<file path="src/rtl/iic_core_arbiter.sv">
// iic_core_arbiter
// Shares one I2C master core between two requesters. Round-robin grant in
// IDLE, latches the winner's command onto the core_* outputs, pulses the
// core enable, waits for done or timeout, returns a response to the owner
// and enforces an idle gap before the next grant.
// Build macro IIC_ARB_RETRY_EN: the first timeout of a transaction is
// retried once (same latched fields, no second ack) before an error is
// reported.
module iic_core_arbiter #(
    parameter int TIMEOUT_CYC = 60000,
    parameter int GAP_CYC     = 1000
) (
    input  logic        clk,
    input  logic        rst_n,

    input  logic        req0_valid,
    input  logic        req0_rd,
    input  logic [6:0]  req0_dev,
    input  logic [12:0] req0_reg,
    input  logic [1:0]  req0_reg_len,
    input  logic [7:0]  req0_wdata,
    output logic        req0_ack,
    output logic        req0_rsp_valid,

    input  logic        req1_valid,
    input  logic        req1_rd,
    input  logic [6:0]  req1_dev,
    input  logic [12:0] req1_reg,
    input  logic [1:0]  req1_reg_len,
    input  logic [7:0]  req1_wdata,
    output logic        req1_ack,
    output logic        req1_rsp_valid,

    output logic        rsp_err,
    output logic [7:0]  rsp_rdata,

    output logic        core_wr_en,
    output logic        core_re_en,
    output logic [6:0]  core_addr_me,
    output logic [12:0] core_addr_reg,
    output logic [1:0]  core_num_reg_add,
    output logic [7:0]  core_num_sent,
    output logic [7:0]  core_num_rece,
    output logic [7:0]  core_wdata,
    input  logic [7:0]  core_rdata,
    input  logic        core_done,

    output logic        busy
);

    // Counter widths: each counter only needs to reach its terminal value N-1.
    localparam int TO_W = (TIMEOUT_CYC > 1) ? $clog2(TIMEOUT_CYC) : 1;
    localparam int GP_W = (GAP_CYC > 1) ? $clog2(GAP_CYC) : 1;

    localparam logic [TO_W-1:0] TO_LAST  = TO_W'(TIMEOUT_CYC - 1);
    localparam logic [GP_W-1:0] GAP_LAST = GP_W'(GAP_CYC - 1);

    // Sequencer state encoding.
    localparam logic [2:0] S_IDLE   = 3'd0;
    localparam logic [2:0] S_LAUNCH = 3'd1;
    localparam logic [2:0] S_WAIT   = 3'd2;
    localparam logic [2:0] S_RESP   = 3'd3;
    localparam logic [2:0] S_GAP    = 3'd4;

    logic [2:0]      state_q, state_d;
    logic            last_grant_q, last_grant_d;
    logic            owner_q, owner_d;
    logic            rd_q, rd_d;

    logic [6:0]      addr_me_q, addr_me_d;
    logic [12:0]     addr_reg_q, addr_reg_d;
    logic [1:0]      reg_len_q, reg_len_d;
    logic [7:0]      num_sent_q, num_sent_d;
    logic [7:0]      num_rece_q, num_rece_d;
    logic [7:0]      wdata_q, wdata_d;

    logic            ack0_q, ack0_d;
    logic            ack1_q, ack1_d;
    logic            rspv0_q, rspv0_d;
    logic            rspv1_q, rspv1_d;
    logic            rsp_err_q, rsp_err_d;
    logic [7:0]      rsp_rdata_q, rsp_rdata_d;
    logic            wr_en_q, wr_en_d;
    logic            re_en_q, re_en_d;

    logic [TO_W-1:0] to_cnt_q, to_cnt_d;
    logic [GP_W-1:0] gap_cnt_q, gap_cnt_d;

`ifdef IIC_ARB_RETRY_EN
    logic            retry_q, retry_d;
    logic            relaunch_q, relaunch_d;
`endif

    // Arbitration: a lone requester wins; on a tie the one not granted last.
    logic            win;
    logic            sel_rd;
    logic [6:0]      sel_dev;
    logic [12:0]     sel_reg;
    logic [1:0]      sel_len;
    logic [7:0]      sel_wdata;

    assign win       = (req0_valid && req1_valid) ? ~last_grant_q : req1_valid;
    assign sel_rd    = win ? req1_rd      : req0_rd;
    assign sel_dev   = win ? req1_dev     : req0_dev;
    assign sel_reg   = win ? req1_reg     : req0_reg;
    assign sel_len   = win ? req1_reg_len : req0_reg_len;
    assign sel_wdata = win ? req1_wdata   : req0_wdata;

    // Next-state, command latching, pulse generation and response capture.
    always_comb begin
        state_d      = state_q;
        last_grant_d = last_grant_q;
        owner_d      = owner_q;
        rd_d         = rd_q;
        addr_me_d    = addr_me_q;
        addr_reg_d   = addr_reg_q;
        reg_len_d    = reg_len_q;
        num_sent_d   = num_sent_q;
        num_rece_d   = num_rece_q;
        wdata_d      = wdata_q;
        rsp_err_d    = rsp_err_q;
        rsp_rdata_d  = rsp_rdata_q;
        to_cnt_d     = to_cnt_q;
        gap_cnt_d    = gap_cnt_q;
        ack0_d       = 1'b0;
        ack1_d       = 1'b0;
        rspv0_d      = 1'b0;
        rspv1_d      = 1'b0;
        wr_en_d      = 1'b0;
        re_en_d      = 1'b0;
`ifdef IIC_ARB_RETRY_EN
        retry_d      = retry_q;
        relaunch_d   = relaunch_q;
`endif

        case (state_q)
            S_IDLE: begin
                if (req0_valid || req1_valid) begin
                    state_d      = S_LAUNCH;
                    owner_d      = win;
                    last_grant_d = win;
                    rd_d         = sel_rd;
                    addr_me_d    = sel_dev;
                    addr_reg_d   = sel_reg;
                    reg_len_d    = sel_len;
                    wdata_d      = sel_wdata;
                    num_sent_d   = 8'd1;
                    num_rece_d   = 8'd1;
                    // Pulses are registered so they are high during LAUNCH.
                    ack0_d       = ~win;
                    ack1_d       = win;
                    wr_en_d      = ~sel_rd;
                    re_en_d      = sel_rd;
`ifdef IIC_ARB_RETRY_EN
                    retry_d      = 1'b0;
                    relaunch_d   = 1'b0;
`endif
                end
            end

            S_LAUNCH: begin
                state_d  = S_WAIT;
                to_cnt_d = '0;
            end

            S_WAIT: begin
                to_cnt_d = to_cnt_q + 1'b1;
                if (core_done) begin
                    // Done takes priority over a coincident terminal count.
                    state_d     = S_RESP;
                    rsp_err_d   = 1'b0;
                    rsp_rdata_d = rd_q ? core_rdata : 8'h00;
                    rspv0_d     = ~owner_q;
                    rspv1_d     = owner_q;
                end else if (to_cnt_q == TO_LAST) begin
`ifdef IIC_ARB_RETRY_EN
                    if (!retry_q) begin
                        // First timeout: silently relaunch after the idle gap.
                        retry_d    = 1'b1;
                        relaunch_d = 1'b1;
                        state_d    = S_GAP;
                        gap_cnt_d  = '0;
                    end else begin
                        state_d     = S_RESP;
                        rsp_err_d   = 1'b1;
                        rsp_rdata_d = 8'h00;
                        rspv0_d     = ~owner_q;
                        rspv1_d     = owner_q;
                    end
`else
                    state_d     = S_RESP;
                    rsp_err_d   = 1'b1;
                    rsp_rdata_d = 8'h00;
                    rspv0_d     = ~owner_q;
                    rspv1_d     = owner_q;
`endif
                end
            end

            S_RESP: begin
                state_d   = S_GAP;
                gap_cnt_d = '0;
            end

            S_GAP: begin
                gap_cnt_d = gap_cnt_q + 1'b1;
                if (gap_cnt_q == GAP_LAST) begin
`ifdef IIC_ARB_RETRY_EN
                    if (relaunch_q) begin
                        // Relaunch with the latched command; no new ack.
                        state_d    = S_LAUNCH;
                        relaunch_d = 1'b0;
                        wr_en_d    = ~rd_q;
                        re_en_d    = rd_q;
                    end else begin
                        state_d = S_IDLE;
                    end
`else
                    state_d = S_IDLE;
`endif
                end
            end

            default: begin
                state_d = S_IDLE;
            end
        endcase
    end

    // State register; synchronous reset aborts any transaction in flight.
    always_ff @(posedge clk) begin
        if (!rst_n) begin
            state_q      <= S_IDLE;
            last_grant_q <= 1'b1;
            owner_q      <= 1'b0;
            rd_q         <= 1'b0;
            addr_me_q    <= '0;
            addr_reg_q   <= '0;
            reg_len_q    <= '0;
            num_sent_q   <= '0;
            num_rece_q   <= '0;
            wdata_q      <= '0;
            ack0_q       <= 1'b0;
            ack1_q       <= 1'b0;
            rspv0_q      <= 1'b0;
            rspv1_q      <= 1'b0;
            rsp_err_q    <= 1'b0;
            rsp_rdata_q  <= '0;
            wr_en_q      <= 1'b0;
            re_en_q      <= 1'b0;
            to_cnt_q     <= '0;
            gap_cnt_q    <= '0;
`ifdef IIC_ARB_RETRY_EN
            retry_q      <= 1'b0;
            relaunch_q   <= 1'b0;
`endif
        end else begin
            state_q      <= state_d;
            last_grant_q <= last_grant_d;
            owner_q      <= owner_d;
            rd_q         <= rd_d;
            addr_me_q    <= addr_me_d;
            addr_reg_q   <= addr_reg_d;
            reg_len_q    <= reg_len_d;
            num_sent_q   <= num_sent_d;
            num_rece_q   <= num_rece_d;
            wdata_q      <= wdata_d;
            ack0_q       <= ack0_d;
            ack1_q       <= ack1_d;
            rspv0_q      <= rspv0_d;
            rspv1_q      <= rspv1_d;
            rsp_err_q    <= rsp_err_d;
            rsp_rdata_q  <= rsp_rdata_d;
            wr_en_q      <= wr_en_d;
            re_en_q      <= re_en_d;
            to_cnt_q     <= to_cnt_d;
            gap_cnt_q    <= gap_cnt_d;
`ifdef IIC_ARB_RETRY_EN
            retry_q      <= retry_d;
            relaunch_q   <= relaunch_d;
`endif
        end
    end

    assign req0_ack         = ack0_q;
    assign req1_ack         = ack1_q;
    assign req0_rsp_valid   = rspv0_q;
    assign req1_rsp_valid   = rspv1_q;
    assign rsp_err          = rsp_err_q;
    assign rsp_rdata        = rsp_rdata_q;
    assign core_wr_en       = wr_en_q;
    assign core_re_en       = re_en_q;
    assign core_addr_me     = addr_me_q;
    assign core_addr_reg    = addr_reg_q;
    assign core_num_reg_add = reg_len_q;
    assign core_num_sent    = num_sent_q;
    assign core_num_rece    = num_rece_q;
    assign core_wdata       = wdata_q;
    assign busy             = (state_q != S_IDLE);

endmodule

</file>
<file path="config.mk">
export PLATFORM = sky130hd
export DESIGN_NAME = iic_core_arbiter
export DESIGN_NICKNAME = d
export VERILOG_FILES = /design/src/rtl/iic_core_arbiter.sv
export SDC_FILE = /design/constraint.sdc
export NUM_CORES = 1
export LEC_CHECK = 0
export CORE_ASPECT_RATIO = 0.9
export CORE_MARGIN = 1
export CORE_UTILIZATION = 39
export DETAILED_ROUTE_END_ITERATION = 12
export PLACE_DENSITY = 0.77
export SLEW_MARGIN = 0
export SYNTH_ARGS = -nofsm -noshare
export SYNTH_HDL_FRONTEND = slang
export SYNTH_SLANG_ARGS = --single-unit
</file>
<file path="constraint.sdc">
create_clock -name clk -period 1.7 [get_ports clk]
set_input_delay 0.255 -clock clk [delete_from_list [all_inputs] [get_ports clk]]
set_output_delay 0.255 -clock clk [all_outputs]
set_load 0.005 [all_outputs]
</file>
==> metrics.md <==
| Metric | Value |
|---|---|
| Largest cells by area after synthesis | dfxtp_1 45%, mux2i_1 9.5%, nand2_1 5.1%, o21ai_0 5.1%, buf_4 3.5% |
| Grt total ovfl | 0 |
| FP Rows | 32 |
| # diodes | 0 |
| Routed Antenna Nets | 0 |
| Drt wl/cell | 13.43 microns |
| Synth Area in Compound Gates | 17.08% |
| Drt pass-1 iters | 4 |
| Final Setup Violations | 0 |
| Layout cell share with drive strength beyond 1 | 13.24% |
| Largest net degree at the start of global routing | 29 |
| Height of the chip | 91.43 microns |
| Count leader, synth | dfxtp_1 |
| Sequential share of power | 42.4% |
| Drt drc | 0 |
| Sw power | 0.001152 W |
| Post-synth top area cell | dfxtp_1 |
| Post-synth top flop | dfxtp_1 |
| Synth cell count leaders | 78 x dfxtp_1, 47 x nand2_1, 35 x o21ai_0, 33 x mux2i_1, 16 x buf_4 |
| Die area | 0.009268 sq mm |
| Crit path kind | reg -> reg |
| Die Wd | 101.4 microns |
| CTS tree | built |
| Worst Path Arrival | 1.94 ns |
| Synth Instances | 376 |
| Largest family of logic cells by synthesized area | simple AND/OR/NAND/NOR gates |
| Area grow syn2layout | 51.59% |
| Finished Cell Area | 0.005254 sq mm |
| Via count | 3,191 |
| CP max FO | 9 |
| Tmin final | 1.648 ns |
| Drt via density | 4.986 |
| Area post-placement | 0.004949 sq mm |
| CTS Hold Bufs | 0 |
| Simple-gate share of the synthesized area | 20.90% |
| Clock Tree Buf Depth | 2 |
| CP Capture Type | register |
| Register area share after synthesis | 45.05% |
| Slowest CP cell | or4_1 |
| Skew-Pair Late Insertion Delay | 0.35 ns |
| Synth Area in XOR/XNOR | 0% |
| Synth Area in Adders | 0.7220% |
| Hold crit path type | reg -> reg |
| Largest stage delay, worst path | 0.51 ns |
| Max IR drop VDD | 0.0004998 V |
| DPL Wire Length | 6.252 mm |
| Max_cap viols | 0 |
| Max reg flops | 16 |
| Total power | 0.004803 W |
| Number of synthesized flops with an enable pin | 0 |
| Status | completed |
| Clock Root Buffer | clkbuf_8 |
| Worst-path clk slew | 0.08 ns |
| Hold_ws | 0.4570 ns |
| Post-Syn Area | 0.003466 sq mm |
| Int Pwr | 0.003651 W |
| Synth cell types | 53 |
| Global-route usage over all layers | 18.80% |
| I/O Buffers | 122 |
| Vias in the first global route | 3,049 |
| First-pass GRT wire length | 13.78 mm |
| CP Data Required Time | 1.99 ns |
| Yosys reg bits | 78 |
| Crit-path cells | buf_4 > or3b_4 > or4_1 > a21boi_1 |
| PwrDens | 914.2 mW/mm^2 |
| Bufs and invs on worst path | 1 |
| Clk sinks | 78 |
| Final slew viol count | 0 |
| Yosys top cell area share | 45.05% |
| Post-route setup TNS | 0 ns |
| Ports | 137 |
| GPL Wtd Cong | 0.8192 |
| Nets | 593 |
| Async set or reset register ratio after synthesis | 0% |
| Initial Utilization | 40.26% |
| Post-placement cell count | 624 |
| Yosys warning count | 0 |
| Post-synthesis mux area share | 9.531% |
| Gate power share | 19.2% |
| Part of the cycle the worst path needs | 96.96% |
| Initial antenna violation count | 0 |
| Fin. Hold Viols | 0 |
| Sw Share | 23.98% |
| H-tree Lvls | 3 |
| Delay-heaviest family, CP | simple AND/OR/NAND/NOR gates |
| Max Fclk | 606.7 MHz |
| Initial DRC Count | 106 |
| Final Non-Filler Cells | 640 |
| DRT Wirelength | 8.595 mm |
| Final Skew | 0.006106 ns |
| Leakage | 2.035 nW |
| Synth Area per Inst | 9.218 sq um |
| Startpoint types | register |
| Core Area | 0.008608 sq mm |
| CTS Buf Count | 9 |
| Clock power share | 38.4% |
==> area by class of cell <==
type / count / area (sq um)
fill: 749 / 3354
clock inverter: 7 / 145.1
timing repair buffer: 154 / 1498
inverter: 1 / 3.754
tap: 119 / 148.9
clock buffer: 9 / 123.9
sequential: 78 / 1572
multi-input combinational: 272 / 1763
==> worst reg2reg max path, stage by stage, from the launching register on <==
cell      delay (ns)
dfxtp_2         0.34
buf_4           0.16
or3b_4          0.43
or4_1           0.51
a21boi_1        0.15
==> cells by family after synthesis <==
logic type,count (synthesis)
flip-flops,78
other,1
AND/OR/NAND/NOR,131
multiplexers,33
AO/OA/AOI/OAI,92
adder cells (fa/ha/maj),2
buffers and inverters,39
==> power by group through the flow <==
stage	logic, W	clock network, W	registers, W
after floorplan	0.000360	0	0.00207
after global placement	0.000889	0	0.00207
after detailed placement	0.000901	0	0.00207
after CTS	0.000914	0.00188	0.00204
after global routing	0.00100	0.00194	0.00205
final	0.000922	0.00184	0.00204
==> timing repair <==
action	CTS	global route
pin swaps	0	3
gates cloned	0	0
resized for setup	9	20
setup endpoints to repair	16	43
buffers inserted	0	0
==> worst paths after layout <==
check	slack [ns]	cells past startpoint	start	end
setup reg to reg	0.05	4	state_q[0]$_SDFFE_PN0P_	to_cnt_q[8]$_SDFFE_PN0P_
setup / recovery	0.05	4	state_q[0]$_SDFFE_PN0P_	to_cnt_q[8]$_SDFFE_PN0P_
hold / removal	0.46	2	core_addr_me[5]$_SDFFE_PN0P_	core_addr_me[5]$_SDFFE_PN0P_
hold reg to reg	0.46	2	core_addr_me[5]$_SDFFE_PN0P_	core_addr_me[5]$_SDFFE_PN0P_
==> cell usage in the layout (no fill, tap or decap), types with 3 or more instances in the layout <==
cell	Yosys	final
or4_1	5	3
buf_4	16	28
or3_1	5	5
a21boi_1	6	8
nor3b_1	3	3
nand2b_1	3	3
nor2b_1	7	7
clkdlybuf4s50_1	0	121
o21a_1	7	6
conb_1	1	14
nand3b_1	5	5
nand3_1	10	10
a22o_1	8	8
a31oi_1	3	3
o21ai_0	35	31
dfxtp_1	78	72
a21boi_0	7	4
o211ai_1	4	4
nor2_1	15	15
bufinv_16	0	4
nand2_1	47	47
o21ai_1	5	9
a21oi_1	6	6
mux2i_1	33	33
dfxtp_2	0	5
nand4_1	7	7
buf_12	0	3
clkbuf_8	0	9
==> stage by stage <==
step	util (%)	worst slack (ns)
6_report	61.03	0.05171
5_1_grt	61.03	-0.002920
4_1_cts	60.76	-0.003669
3_5_place_dp	57.49	-0.1093
3_3_place_gp	57.49	-0.04817
2_1_floorplan	-	0.03494
==> per-layer routing <==
| metal | part of all wire, % | routed length, microns | vias to the layer above | track usage [%] |
|---|---|---|---|---|
| met5 | 0 | 0 | - | 0 |
| met4 | 2.3 | 194 | 0 | 7.367 |
| met3 | 5.9 | 506 | 19 | 6.082 |
| met2 | 48 | 4156 | 99 | 30.50 |
| met1 | 43 | 3738 | 1467 | 22.88 |
| li1 | - | - | 1606 | - |
(Power assumes the default switching activity.)
